===== src/rtl/id_mod3_pkg.sv =====
// Shared constants for the ID-mod-3 sequence detector: pattern digits,
// state width and matched-prefix state encodings.
package id_mod3_pkg;

  localparam int STATE_W = 3;

  typedef enum logic [STATE_W-1:0] {
    S0 = 3'd0,
    S1 = 3'd1,
    S2 = 3'd2,
    S3 = 3'd3,
    S4 = 3'd4,
    S5 = 3'd5,
    S6 = 3'd6,
    S7 = 3'd7
  } state_t;

  // Pattern P = 2,1,2,1,2,0,1,0; P<n> is the digit expected in state S<n>
  localparam logic [1:0] P0 = 2'd2;
  localparam logic [1:0] P1 = 2'd1;
  localparam logic [1:0] P2 = 2'd2;
  localparam logic [1:0] P3 = 2'd1;
  localparam logic [1:0] P4 = 2'd2;
  localparam logic [1:0] P5 = 2'd0;
  localparam logic [1:0] P6 = 2'd1;
  localparam logic [1:0] P7 = 2'd0;

  localparam logic [1:0] DIG_BAD = 2'd3;

endpackage


===== src/rtl/sat_counter.sv =====
// Saturating up-counter with synchronous clear and async active-low reset.
module sat_counter #(
  parameter int W = 4
) (
  input  logic         clk,
  input  logic         rst_n,
  input  logic         inc,
  input  logic         clr,
  output logic [W-1:0] cnt
);

  // Count register: clear wins, then increment unless already at all-ones
  always_ff @(posedge clk or negedge rst_n) begin
    if (!rst_n) begin
      cnt <= {W{1'b0}};
    end else if (clr) begin
      cnt <= {W{1'b0}};
    end else if (inc && (cnt != {W{1'b1}})) begin
      cnt <= cnt + {{(W-1){1'b0}}, 1'b1};
    end else begin
      cnt <= cnt;
    end
  end

endmodule


===== src/rtl/id_mod3_detector.sv =====
// Detects the overlapping digit pattern 2,1,2,1,2,0,1,0 in a stream of
// valid-qualified ID-mod-3 digits; flags illegal digit 3 and counts matches.
module id_mod3_detector
  import id_mod3_pkg::*;
#(
  parameter int CNT_W = 4
) (
  input  logic             iClk,
  input  logic             iRst,
  input  logic             iValid,
  input  logic [1:0]       iDigit,
  input  logic             iClr,
  output logic             oDetect,
  output logic             oBadDigit,
  output logic [CNT_W-1:0] oMatchCnt,
  output logic [2:0]       oState
);

  state_t state_r;
  state_t nxt_state_s;
  logic   nxt_detect_s;
  logic   nxt_bad_s;
  logic   detect_r;
  logic   bad_r;
  logic   cnt_inc_s;

  // Next-state decode; fallbacks keep the longest prefix still matching
  always_comb begin
    nxt_state_s  = S0;
    nxt_detect_s = 1'b0;
    nxt_bad_s    = 1'b0;
    if (iDigit == DIG_BAD) begin
      nxt_state_s = S0;
      nxt_bad_s   = 1'b1;
    end else begin
      case (state_r)
        S0: begin
          if (iDigit == P0) nxt_state_s = S1;
          else              nxt_state_s = S0;
        end
        S1: begin
          if      (iDigit == P1)   nxt_state_s = S2;
          else if (iDigit == 2'd2) nxt_state_s = S1;
          else                     nxt_state_s = S0;
        end
        S2: begin
          if (iDigit == P2) nxt_state_s = S3;
          else              nxt_state_s = S0;
        end
        S3: begin
          if      (iDigit == P3)   nxt_state_s = S4;
          else if (iDigit == 2'd2) nxt_state_s = S1;
          else                     nxt_state_s = S0;
        end
        S4: begin
          if (iDigit == P4) nxt_state_s = S5;
          else              nxt_state_s = S0;
        end
        S5: begin
          if      (iDigit == P5)   nxt_state_s = S6;
          else if (iDigit == 2'd1) nxt_state_s = S4;
          else if (iDigit == 2'd2) nxt_state_s = S1;
          else                     nxt_state_s = S0;
        end
        S6: begin
          if      (iDigit == P6)   nxt_state_s = S7;
          else if (iDigit == 2'd2) nxt_state_s = S1;
          else                     nxt_state_s = S0;
        end
        S7: begin
          if (iDigit == P7) begin
            nxt_state_s  = S0;
            nxt_detect_s = 1'b1;
          end else if (iDigit == 2'd2) begin
            nxt_state_s = S1;
          end else begin
            nxt_state_s = S0;
          end
        end
        default: nxt_state_s = S0;
      endcase
    end
  end

  // State and one-cycle pulses; clear overrides any accepted digit
  always_ff @(posedge iClk or negedge iRst) begin
    if (!iRst) begin
      state_r  <= S0;
      detect_r <= 1'b0;
      bad_r    <= 1'b0;
    end else if (iClr) begin
      state_r  <= S0;
      detect_r <= 1'b0;
      bad_r    <= 1'b0;
    end else if (iValid) begin
      state_r  <= nxt_state_s;
      detect_r <= nxt_detect_s;
      bad_r    <= nxt_bad_s;
    end else begin
      state_r  <= state_r;
      detect_r <= 1'b0;
      bad_r    <= 1'b0;
    end
  end

  assign cnt_inc_s = iValid & nxt_detect_s & ~iClr;

  sat_counter #(
    .W(CNT_W)
  ) u_match_cnt (
    .clk   (iClk),
    .rst_n (iRst),
    .inc   (cnt_inc_s),
    .clr   (iClr),
    .cnt   (oMatchCnt)
  );

  assign oDetect   = detect_r;
  assign oBadDigit = bad_r;
  assign oState    = state_r;

endmodule


===== config.mk =====
export PLATFORM = sky130hd
export DESIGN_NAME = id_mod3_detector
export DESIGN_NICKNAME = d
export VERILOG_FILES = /design/src/rtl/id_mod3_pkg.sv /design/src/rtl/sat_counter.sv /design/src/rtl/id_mod3_detector.sv
export SDC_FILE = /design/constraint.sdc
export NUM_CORES = 1
export LEC_CHECK = 0
export ABC_AREA = 1
export CAP_MARGIN = 15
export CORE_MARGIN = 3
export CORE_UTILIZATION = 40
export DETAILED_ROUTE_END_ITERATION = 10
export PLACE_DENSITY = 0.68
export SKIP_LAST_GASP = 1
export SLEW_MARGIN = 25
export SYNTH_ARGS = -nofsm -noshare
export SYNTH_HDL_FRONTEND = slang
export SYNTH_SLANG_ARGS = --single-unit

===== constraint.sdc =====
create_clock -name iClk -period 1.3 [get_ports iClk]
set_input_delay 0.39 -clock iClk [delete_from_list [all_inputs] [get_ports iClk]]
set_output_delay 0.39 -clock iClk [all_outputs]
set_load 0.1 [all_outputs]

# After elaboration in Yosys (flattened, before gate mapping)
# Index checks and enable logic that the tools add are counted.
# classes
n_addsub,1
multipliers,0
div_mod_pow,0
n_lt_le_gt_ge,0
n_eq_ne,11
n_shift,0
mux,22
n_bitwise,3
n_reduce_logical,5
# op_table
op,n
two-way mux 3 bit,8
one-hot mux 3 bit (8 select lines),1
equality test 3 bit (second input constant),4
two-way mux 1 bit,9
two-way mux 4 bit,2
equality test 3 x 2 -> 1 bit (second input constant),2
adder 4 x 1 -> 4 bit (second input constant),1
equality test 2 bit (second input constant),2
two-way mux 2 bit,2
inequality test 4 bit (second input constant),1
nonzero test 2 bit,2
equality test 3 x 1 -> 1 bit (second input constant),1
logical NOT 3 bit,1
AND 1 bit,2
equality test 2 x 1 -> 1 bit (second input constant),1
logical NOT 2 bit,1
logical AND 1 bit,1
NOT 1 bit,1
# totals
ff_bits,9
latchBits,0
ramBits,0
romBits,0
in_bits,6
memories,0

# Depth between registers and ports, before layout
# Gate-level depths: netlist of the first run.
# depth
ltp_word,9
depth_mapped,8
mapped_depth_nobuf,8

# Modules after synthesis
# A second synthesis of the first run with hierarchy kept.
# unflattened
cells_unflattened,98
area_unflattened_um2,685.7
# modules_own_cells
mod,n_inst,cells_per_inst,area_each_um2,seq_area_each_um2
id_mod3_detector,1,69,462.9,125.1
sat_counter,1,29,222.7,100.1

# Worst setup path after synthesis of the first run
# Ideal clock, no wire load.
# synth_path
kind,reg-to-reg
start,reg u_match_cnt.cnt[0]
end,reg u_match_cnt.cnt[2]
setup_time_ns,0.121
arrival_ns,1.768
required_time_ns,1.179
path_slack_ns,-0.589
stages_incl_launch_ff,7
n_path_buf,0
synth_period_minus_slack_ns,1.889
path_cell_list,dfrtp_1 ha_1 nand3_1 nand3_4 nand2_1 nand2_1 nand2_1
# synth_via
elab_chain_len,3
# synth_lines
element,line_no,text
start: declaration,sat_counter.sv:9,output logic [W-1:0] cnt
start signal: assignment,sat_counter.sv:15,cnt <= {W{1'b0}};
start signal: assignment,sat_counter.sv:17,cnt <= {W{1'b0}};
start signal: assignment,sat_counter.sv:19,"cnt <= cnt + {{(W-1){1'b0}}, 1'b1};"
adder 4 x 1 -> 4 bit or inequality test 4 bit (tied branches),"sat_counter.sv:19, sat_counter.sv:18",
two-way mux 4 bit or logical AND 1 bit (tied branches),sat_counter.sv:18,end else if (inc && (cnt != {W{1'b1}})) begin
two-way mux 4 bit or nonzero test 2 bit (tied branches),n/a,
# Several ways; a longest one is shown, not always the timed one. The select of a mux whose other input is x is not followed.
# A chain may end at the register's enable or synchronous reset.

# Final worst setup path of the first run
# layout_path
start,reg state_r[0] (netlist: oState[0])
end,out oState[0]
# layout_lines
element,line_no,text
start: declaration,id_mod3_detector.sv:19,state_t state_r;
start signal: assignment,id_mod3_detector.sv:96,state_r <= nxt_state_s;
start signal: assignment,id_mod3_detector.sv:100,state_r <= state_r;
end: declaration,id_mod3_detector.sv:16,output logic [2:0] oState
# No word-level cell between the ends.

==> out/metrics.yaml, run 1 <==
drt_iter0_drc: 22
dieHeight_um: 47.63
critical_path_class: "register to output pin"
rsz0062_at_grt: "yes"
wl_mm: 1.833
start_util_pct: 43.97
drive_above_1_share_pct: 51.56
syn-cell-area_um2: 693.2
min_period_ns: 1.348
pre_cts_slack_ns: -0.5639
fin_cells: 144
finalSetupViolations: 4
syn_area_per_cell_um2: 7.453
path_buf_inv: 1
max_stage_delay_ns: 0.51
worst_setup_path_end_kind: "output pin"
antenna_found_initial: 0
diodes: 0
setup_slack_ns: -0.04820
clockBufferDepth: 2
finalPower_uw: 634.8
grt_pass1_vias: 714
path_delay_family: "flip-flops"
layout_commonest_cell: "nand2_1"
syn_to_final_growth_pct: 76.35
hold_violations: 0
critPathLaunchType: "register"
numCtsBuffers: 3
vias: 733
crit_chain: "buf_12"
slew_viol_final: 0
p_leak_nw: 0.5724
ys_seq_area_share_pct: 32.49
cts_root_buf: "clkbuf_4"
skew_ns: 0.01136
io_pins: 15
synth_seq_cells: 9
status: "finished, violations left"
die_w_um: 47.63
required_ns: 0.91
fp-row-count: 14
syn_inst: 93
clk_pin_slew_ns: 0.06
synth_cell_types: 21
place_congestion: 0.7878
yosysWarnings: 0
drc: 0
failed_checks: "setup timing"
viasPerCell: 5.090
pwr_density_cell_nw_per_um2: 519.3
dp_hpwl_mm: 1.252
core_um2: 1577
worst-path-max-fanout: 2
grt_use_total_pct: 18.93
synthesis.nets: 106
slowest_stage: "dfrtp_4"
hp-class: "primary input to async pin"
max_slew_margin_pct: 71.62
irDropWorstVdd_v: 0.0004110
placed_cells: 130
grt_overflow: 0
fp.dieArea_um2: 2269
final_cell_mix: "nand2_1, buf_4, nor2_1, buf_12, nand3_1"
fmax_ghz: 0.7417
dr.pass1.iters: 4
arrival_ns: 0.96
numPortBuffers: 14
grt_pass1_wl_mm: 3.029
maxCapViolations: 0
worst_skew_pair.late_latency_ns: 0.26
cts_tree: "done"
htreeDepth: 1
final_nets: 142
wl_per_cell_um: 12.73
worst_pin_slew_ns: 0.4243
drtAntennaViolNets: 0
fin_crit_sh_pct: 103.7
cts_sinks: 9
grt_max_degree: 10
layer usage:
metal | track usage (%) | share of wire (%) | routed length [µm]
met3 | 6.391 | 6.1 | 111
met2 | 31.82 | 47 | 864
met5 | 0 | 0 | 0
met4 | 5.376 | 2.5 | 46
met1 | 22.97 | 44 | 810
kinds of logic (layout without fill, tap and decap cells):
| kind of cell | Yosys count | count (layout) | share of synthesized area [%] |
|---|---|---|---|
| simple gates | 60 | 60 | 42.42 |
| buf+inv | 13 | 48 | 8.665 |
| flops | 9 | 9 | 32.49 |
| fa+ha+maj | 7 | 7 | 12.63 |
| compound gates | 3 | 3 | 2.526 |
| xor+xnor | 1 | 1 | 1.264 |
what timing repair did:
item,CTS,global route
pin swaps,2,8
resized for setup,16,14
setup buffers,7,3
setup endpoints to repair,15,12
hold buffers,0,0
flip-flops by register name, summed over array words and instances (netlist names):
register and count:
u_match_cnt.cnt 4, oDetect 1, oState 3, oBadDigit 1
cell usage after synthesis (all sizes together):
library cell  count  share of area (%)
a21boi            1                1.1
a21oi             1               0.72
buf               2                2.7
dfrtp             9                 32
ha                7                 13
inv              11                6.0
nand2            27                 16
nand3            14                 13
nand4             3                2.7
nor2             14                8.7
nor3              1                1.4
o21ai             1               0.72
or2               1               0.90
xnor2             1                1.3
path summary, 6_finish.rpt:
path / to / from / cells after the start / slack (ns)
max in group asynchronous: oState[2]$_DFFE_PN0P_ / iRst / 1 / 0.53
worst max register to register: u_match_cnt.cnt[2]$_DFFE_PN0P_ / u_match_cnt.cnt[1]$_DFFE_PN0P_ / 7 / 0.03
worst min register to register: u_match_cnt.cnt[0]$_DFFE_PN0P_ / u_match_cnt.cnt[0]$_DFFE_PN0P_ / 2 / 0.65
worst max-delay path: oState[0] / oState[0]$_DFFE_PN0P_ / 1 / -0.05
worst min-delay path: oDetect$_DFF_PN0_ / iRst / 1 / 0.43
min in group iClk: oBadDigit$_DFF_PN0_ / iDigit[0] / 5 / 0.65
area by class of cell:
type                            instances  area [µm²]
Timing Repair Buffer                   33       395.4
Tap cell                               16       20.02
Sequential cell                         9       246.5
Inverter                               11       43.79
Multi-Input combinational cell         71       490.5
Fill cell                              99       354.1
Clock buffer                            4       26.28
power by group:
| part | switching (mW) | internal [mW] |
|---|---|---|
| clock network | 0.0943 | 0.118 |
| registers | 0.00352 | 0.283 |
| logic | 0.0743 | 0.0615 |
stage by stage:
stage	TNS, ns	hold slack (ns)	utilization, %	instance area, µm²
after floorplan	-0.002982	0.09441	-	748.2
after global placement	-3.861	0.5813	66.19	1044
after detailed placement	-4.216	0.5855	66.19	1044
after CTS	-0.09806	0.4452	73.73	1162
after global routing	-0.2698	0.4350	77.54	1222
final	-0.08136	0.4270	77.54	1222
No activity file was read; power rests on OpenSTA's default activity.
==> run 2, diff against run 1 <==
PLACE_DENSITY = 0.69   (was 0.68)
SYNTH_HIERARCHICAL = 1   (was not set)
==> out/metrics.yaml, run 2 <==
wl_mm: 1.951
worst_skew_pair.late_latency_ns: 0.27
irDropWorstVdd_v: 0.0005078
ys_seq_area_share_pct: 32.85
fp-row-count: 14
arrival_ns: 0.96
path_buf_inv: 1
grt_pass1_wl_mm: 3.049
numPortBuffers: 14
nFillCells: 110
worst-path-max-fanout: 4
drtAntennaViolNets: 0
vias: 782
critPathLaunch: "oState[0]$_DFFE_PN0P_"
max_stage_delay_ns: 0.51
final_cell_mix: "nand2_1, buf_4, nand3_1"
holdWs_ns: 0.4061
async_reset_ff_share_pct: 100.0
failed_checks: "setup timing"
htreeDepth: 1
dr.pass1.iters: 5
crit_path_end: "oState[0]"
slew_viol_final: 0
synth_cell_types: 18
crit_chain: "buf_12"
grt_overflow: 0
synth_top_area_share_pct: 32.85
grt_pass1_vias: 724
grt_max_degree: 10
fin_cells: 150
clockBufferDepth: 2
layout_commonest_cell: "nand2_1"
cp.depth: 1
max_slew_margin_pct: 84.32
place_congestion: 0.7292
cts_root_buf: "clkbuf_4"
fin_area_um2: 1154
status: "finished, violations left"
cts_sinks: 9
fin_crit_sh_pct: 103.7
worst_pin_slew_ns: 0.2343
postPlaceCellArea_um2: 1001
viasPerCell: 5.213
diodes: 0
largest-register: "u_match_cnt/cnt"
syn-cell-area_um2: 685.7
core_um2: 1559
setup_slack_ns: -0.04770
required_ns: 0.91
critical_path_class: "register to output pin"
hp-class: "primary input to async pin"
yosys.area.top_type: "dfrtp_1"
hold_violations: 0
synthesis.nets: 111
dieHeight_um: 47.40
skew_ns: 0.002953
fmax_ghz: 0.7420
cts_tree: "done"
drc: 0
largest_reg_flops: 4
pre_cts_slack_ns: -0.5602
min_period_ns: 1.348
final_nets: 148
synth_edf_count: 0
finalSetupViolations: 5
path_delay_family: "flip-flops"
yosysMostFrequentCell: "nand2_1"
synth_area_leaders: "dfrtp_1, nand2_1, ha_1"
drt_iter0_drc: 16
syn_inst: 98
dp_hpwl_mm: 1.248
final_util_pct: 74.00
drive_above_1_share_pct: 44.78
pwr_density_cell_nw_per_um2: 612.1
fp.dieArea_um2: 2247
p_leak_nw: 0.6099
slowest_stage: "dfrtp_4"
clk_pin_slew_ns: 0.06
syn_to_final_growth_pct: 68.25
reg2reg_depth: 7
yosysWarnings: 6
r2r-end: "u_match_cnt/cnt[3]$_DFFE_PN0P_"
critPathLaunchType: "register"
start_util_pct: 43.98
netlist_top_cells_count: "nand2_1, inv_1, nand3_1"
io_pins: 15
rsz0062_at_grt: "yes"
regToRegSetupSlack_ns: 0.02
die_w_um: 47.40
worst_setup_path_end_kind: "output pin"
syn_area_per_cell_um2: 6.997
grt_use_total_pct: 20.42
wl_per_cell_um: 13.01
numCtsBuffers: 3
synth_flop_cell: "dfrtp_1"
maxCapViolations: 0
synth_seq_cells: 9
worstReg2RegStart: "oState[2]$_DFFE_PN0P_"
placed_cells: 133
antenna_found_initial: 0
==> run 2: routing by layer <==
layer	up-vias	GRT usage (%)	part of all wire, %
met3	9	7.280	7.2
met2	43	34.22	50
met4	0	9.945	3.3
met5	-	0	0
met1	353	22.69	39
li1	377	-	-
==> run 2: area by class of cell <==
class	instances	area, µm²	share of cell area [%]
multi-input combinational	70	426.7	36.98
timing repair buffer	34	367.9	31.89
sequential	9	246.5	21.37
inverter	17	66.31	5.748
clock buffer	4	26.28	2.278
tap	16	20.02	1.735
==> run 2: how the worst min path moves through the flow <==
stage,startpoint,endpoint,slack [ns]
floorplan,iRst,oBadDigit$_DFF_PN0_,0.09
global placement,u_match_cnt/cnt[3]$_DFFE_PN0P_,u_match_cnt/cnt[3]$_DFFE_PN0P_,0.56
detailed placement,u_match_cnt/cnt[3]$_DFFE_PN0P_,u_match_cnt/cnt[3]$_DFFE_PN0P_,0.56
CTS,iRst,oDetect$_DFF_PN0_,0.41
global route,iRst,oDetect$_DFF_PN0_,0.41
finish,iRst,oDetect$_DFF_PN0_,0.41
==> run 2: power by group <==
part           switching, mW  leakage, nW  internal, mW
registers            0.00890        0.111         0.289
logic                  0.110        0.484        0.0763
clock network          0.103       0.0150         0.119
total                  0.222        0.610         0.484
==> run 2: through the flow <==
| step | power, mW | setup TNS [ns] |
|---|---|---|
| after floorplan | 0.3902 | -0.4334 |
| after global placement | 0.4655 | -3.880 |
| after detailed placement | 0.4670 | -4.103 |
| after CTS | 0.6995 | -0.2111 |
| after global routing | 0.7435 | -0.4300 |
| final | 0.7061 | -0.1957 |
==> run 2: timing repair <==
action / 4_1_cts / 5_1_grt
setup endpoints to repair: 13 / 13
gates resized for setup: 10 / 11
setup buffers: 10 / 3
hold buffers: 0 / 0
pin swaps: 4 / 3
==> run 2: cells by family after synthesis <==
logic type	count (synthesis)	share of synthesized area, %
DFF	9	32.85
adders and majority gates	7	12.77
AOI/OAI and AO/OA	3	2.554
and+or+nand+nor	59	38.14
xor gates and xnor gates	1	1.278
buffers and inverters	19	12.41
==> run 3, diff against run 2 <==
clock period = 1.4 ns   (was 1.3 ns; I/O delays follow)
==> out/metrics.yaml, run 3 (same netlist as run 2, synthesis figures left out) <==
clk_pin_slew_ns: 0.06
skew_ns: 0.004208
hold_buffers: 0
holdWs_ns: 0.4482
grt_max_degree: 10
fmax_ghz: 0.7186
layout_commonest_cell: "nand2_1"
slew_viol_final: 0
viasPerCell: 5.000
critical_path_class: "register to output pin"
worst-path-max-fanout: 5
finalSetupViolations: 0
regToRegSetupSlack_ns: 0.05
drt_iter0_drc: 22
switching_share_pct: 31.93
pwr-share-comb_pct: 25.3
dieHeight_um: 47.40
syn_to_final_growth_pct: 59.85
status: "complete, no violations"
pwr_density_cell_nw_per_um2: 598.3
max_stage_delay_ns: 0.52
cts_sinks: 9
cts_root_buf: "clkbuf_4"
power.switching_uw: 209.4
cts_tree: "done"
numCtsBuffers: 3
hp-class: "primary input to async pin"
fin_cells: 143
largest-register: "u_match_cnt/cnt"
pre_cts_slack_ns: -0.4867
p_int_uw: 446.4
clockBufferDepth: 2
irDropWorstVdd_v: 0.0003711
finalPower_uw: 655.8
wl_mm: 1.647
htreeDepth: 1
required_ns: 0.98
dr.pass1.iters: 4
fin_crit_sh_pct: 99.40
drtAntennaViolNets: 0
final_util_pct: 70.30
rsz0062_at_grt: "yes"
maxCapViolations: 0
drc: 0
setup_slack_ns: 0.008401
grt_pass1_vias: 588
grt_pass1_wl_mm: 2.532
antenna_found_initial: 0
worst_pin_slew_ns: 0.4229
drive_above_1_share_pct: 39.37
fin_setup_tns_ns: 0
largest_reg_flops: 4
min_period_ns: 1.392
core_um2: 1559
postPlaceCellArea_um2: 991.0
placed_cells: 132
p_leak_nw: 0.5797
hold_violations: 0
dp_hpwl_mm: 1.146
die_w_um: 47.40
path_buf_inv: 1
max_slew_margin_pct: 71.72
wl_per_cell_um: 11.52
place_congestion: 0.7493
numPortBuffers: 14
fin_area_um2: 1096
final_cell_mix: "nand2_1, buf_4, inv_1, nand3_1, buf_12"
vias: 715
arrival_ns: 0.97
seqPwrFrac_pct: 42.3
fp-row-count: 14
fp.dieArea_um2: 2247
critPathLaunchType: "register"
diodes: 0
slowest_stage: "dfrtp_4"
worst_skew_pair.late_latency_ns: 0.27
grt_overflow: 0
final_nets: 141
path_delay_family: "flip-flops"
start_util_pct: 43.98
io_pins: 15
pwr-share-clk_pct: 32.3
crit_chain: "buf_12"
worst_setup_path_end_kind: "output pin"
grt_use_total_pct: 17.39
==> run 3: power by group through the flow <==
stage / Combinational (mW) / Sequential [mW] / Clock (mW)
2_1_floorplan: 0.0444 / 0.318 / 0
3_3_place_gp: 0.143 / 0.286 / 0
3_5_place_dp: 0.147 / 0.286 / 0
4_1_cts: 0.153 / 0.277 / 0.220
5_1_grt: 0.179 / 0.279 / 0.240
6_report: 0.166 / 0.278 / 0.212
==> run 3: path summary, 6_finish.rpt <==
kind                                                        to  depth (start not counted)                      startpoint
worst max-delay path                              oMatchCnt[0]                          1  u_match_cnt/cnt[0]$_DFFE_PN0P_
worst min-delay path                     oState[0]$_DFFE_PN0P_                          1                            iRst
worst max register to register  u_match_cnt/cnt[0]$_DFFE_PN0P_                          8           oState[1]$_DFFE_PN0P_
worst min register to register  u_match_cnt/cnt[3]$_DFFE_PN0P_                          2  u_match_cnt/cnt[3]$_DFFE_PN0P_
max in group asynchronous                oState[1]$_DFFE_PN0P_                          1                            iRst
min in group iClk                          oBadDigit$_DFF_PN0_                          3                          iValid
==> run 3: layout make-up <==
cell class | count | area [µm²]
fill | 114 | 462.9
timing repair buffer | 27 | 326.6
inverter | 17 | 66.31
tap | 16 | 20.02
multi-input combinational | 70 | 412.9
sequential | 9 | 244.0
clock buffer | 4 | 26.28
==> run 3: timing repair <==
action / CTS / global route
pin swaps: 4 / 4
gates resized for setup: 5 / 10
setup buffers: 4 / 3
setup endpoints to repair: 9 / 8
==> run 3: metal layers <==
layer / share of wire [%] / track usage, % / vias up / routed length [µm]
met4: 1.8 / 9.945 / 0 / 29
met5: 0 / 0 / - / 0
met1: 45 / 22.69 / 316 / 748
met3: 7.2 / 8.429 / 5 / 118
li1: - / - / 366 / -
met2: 46 / 22.99 / 28 / 750
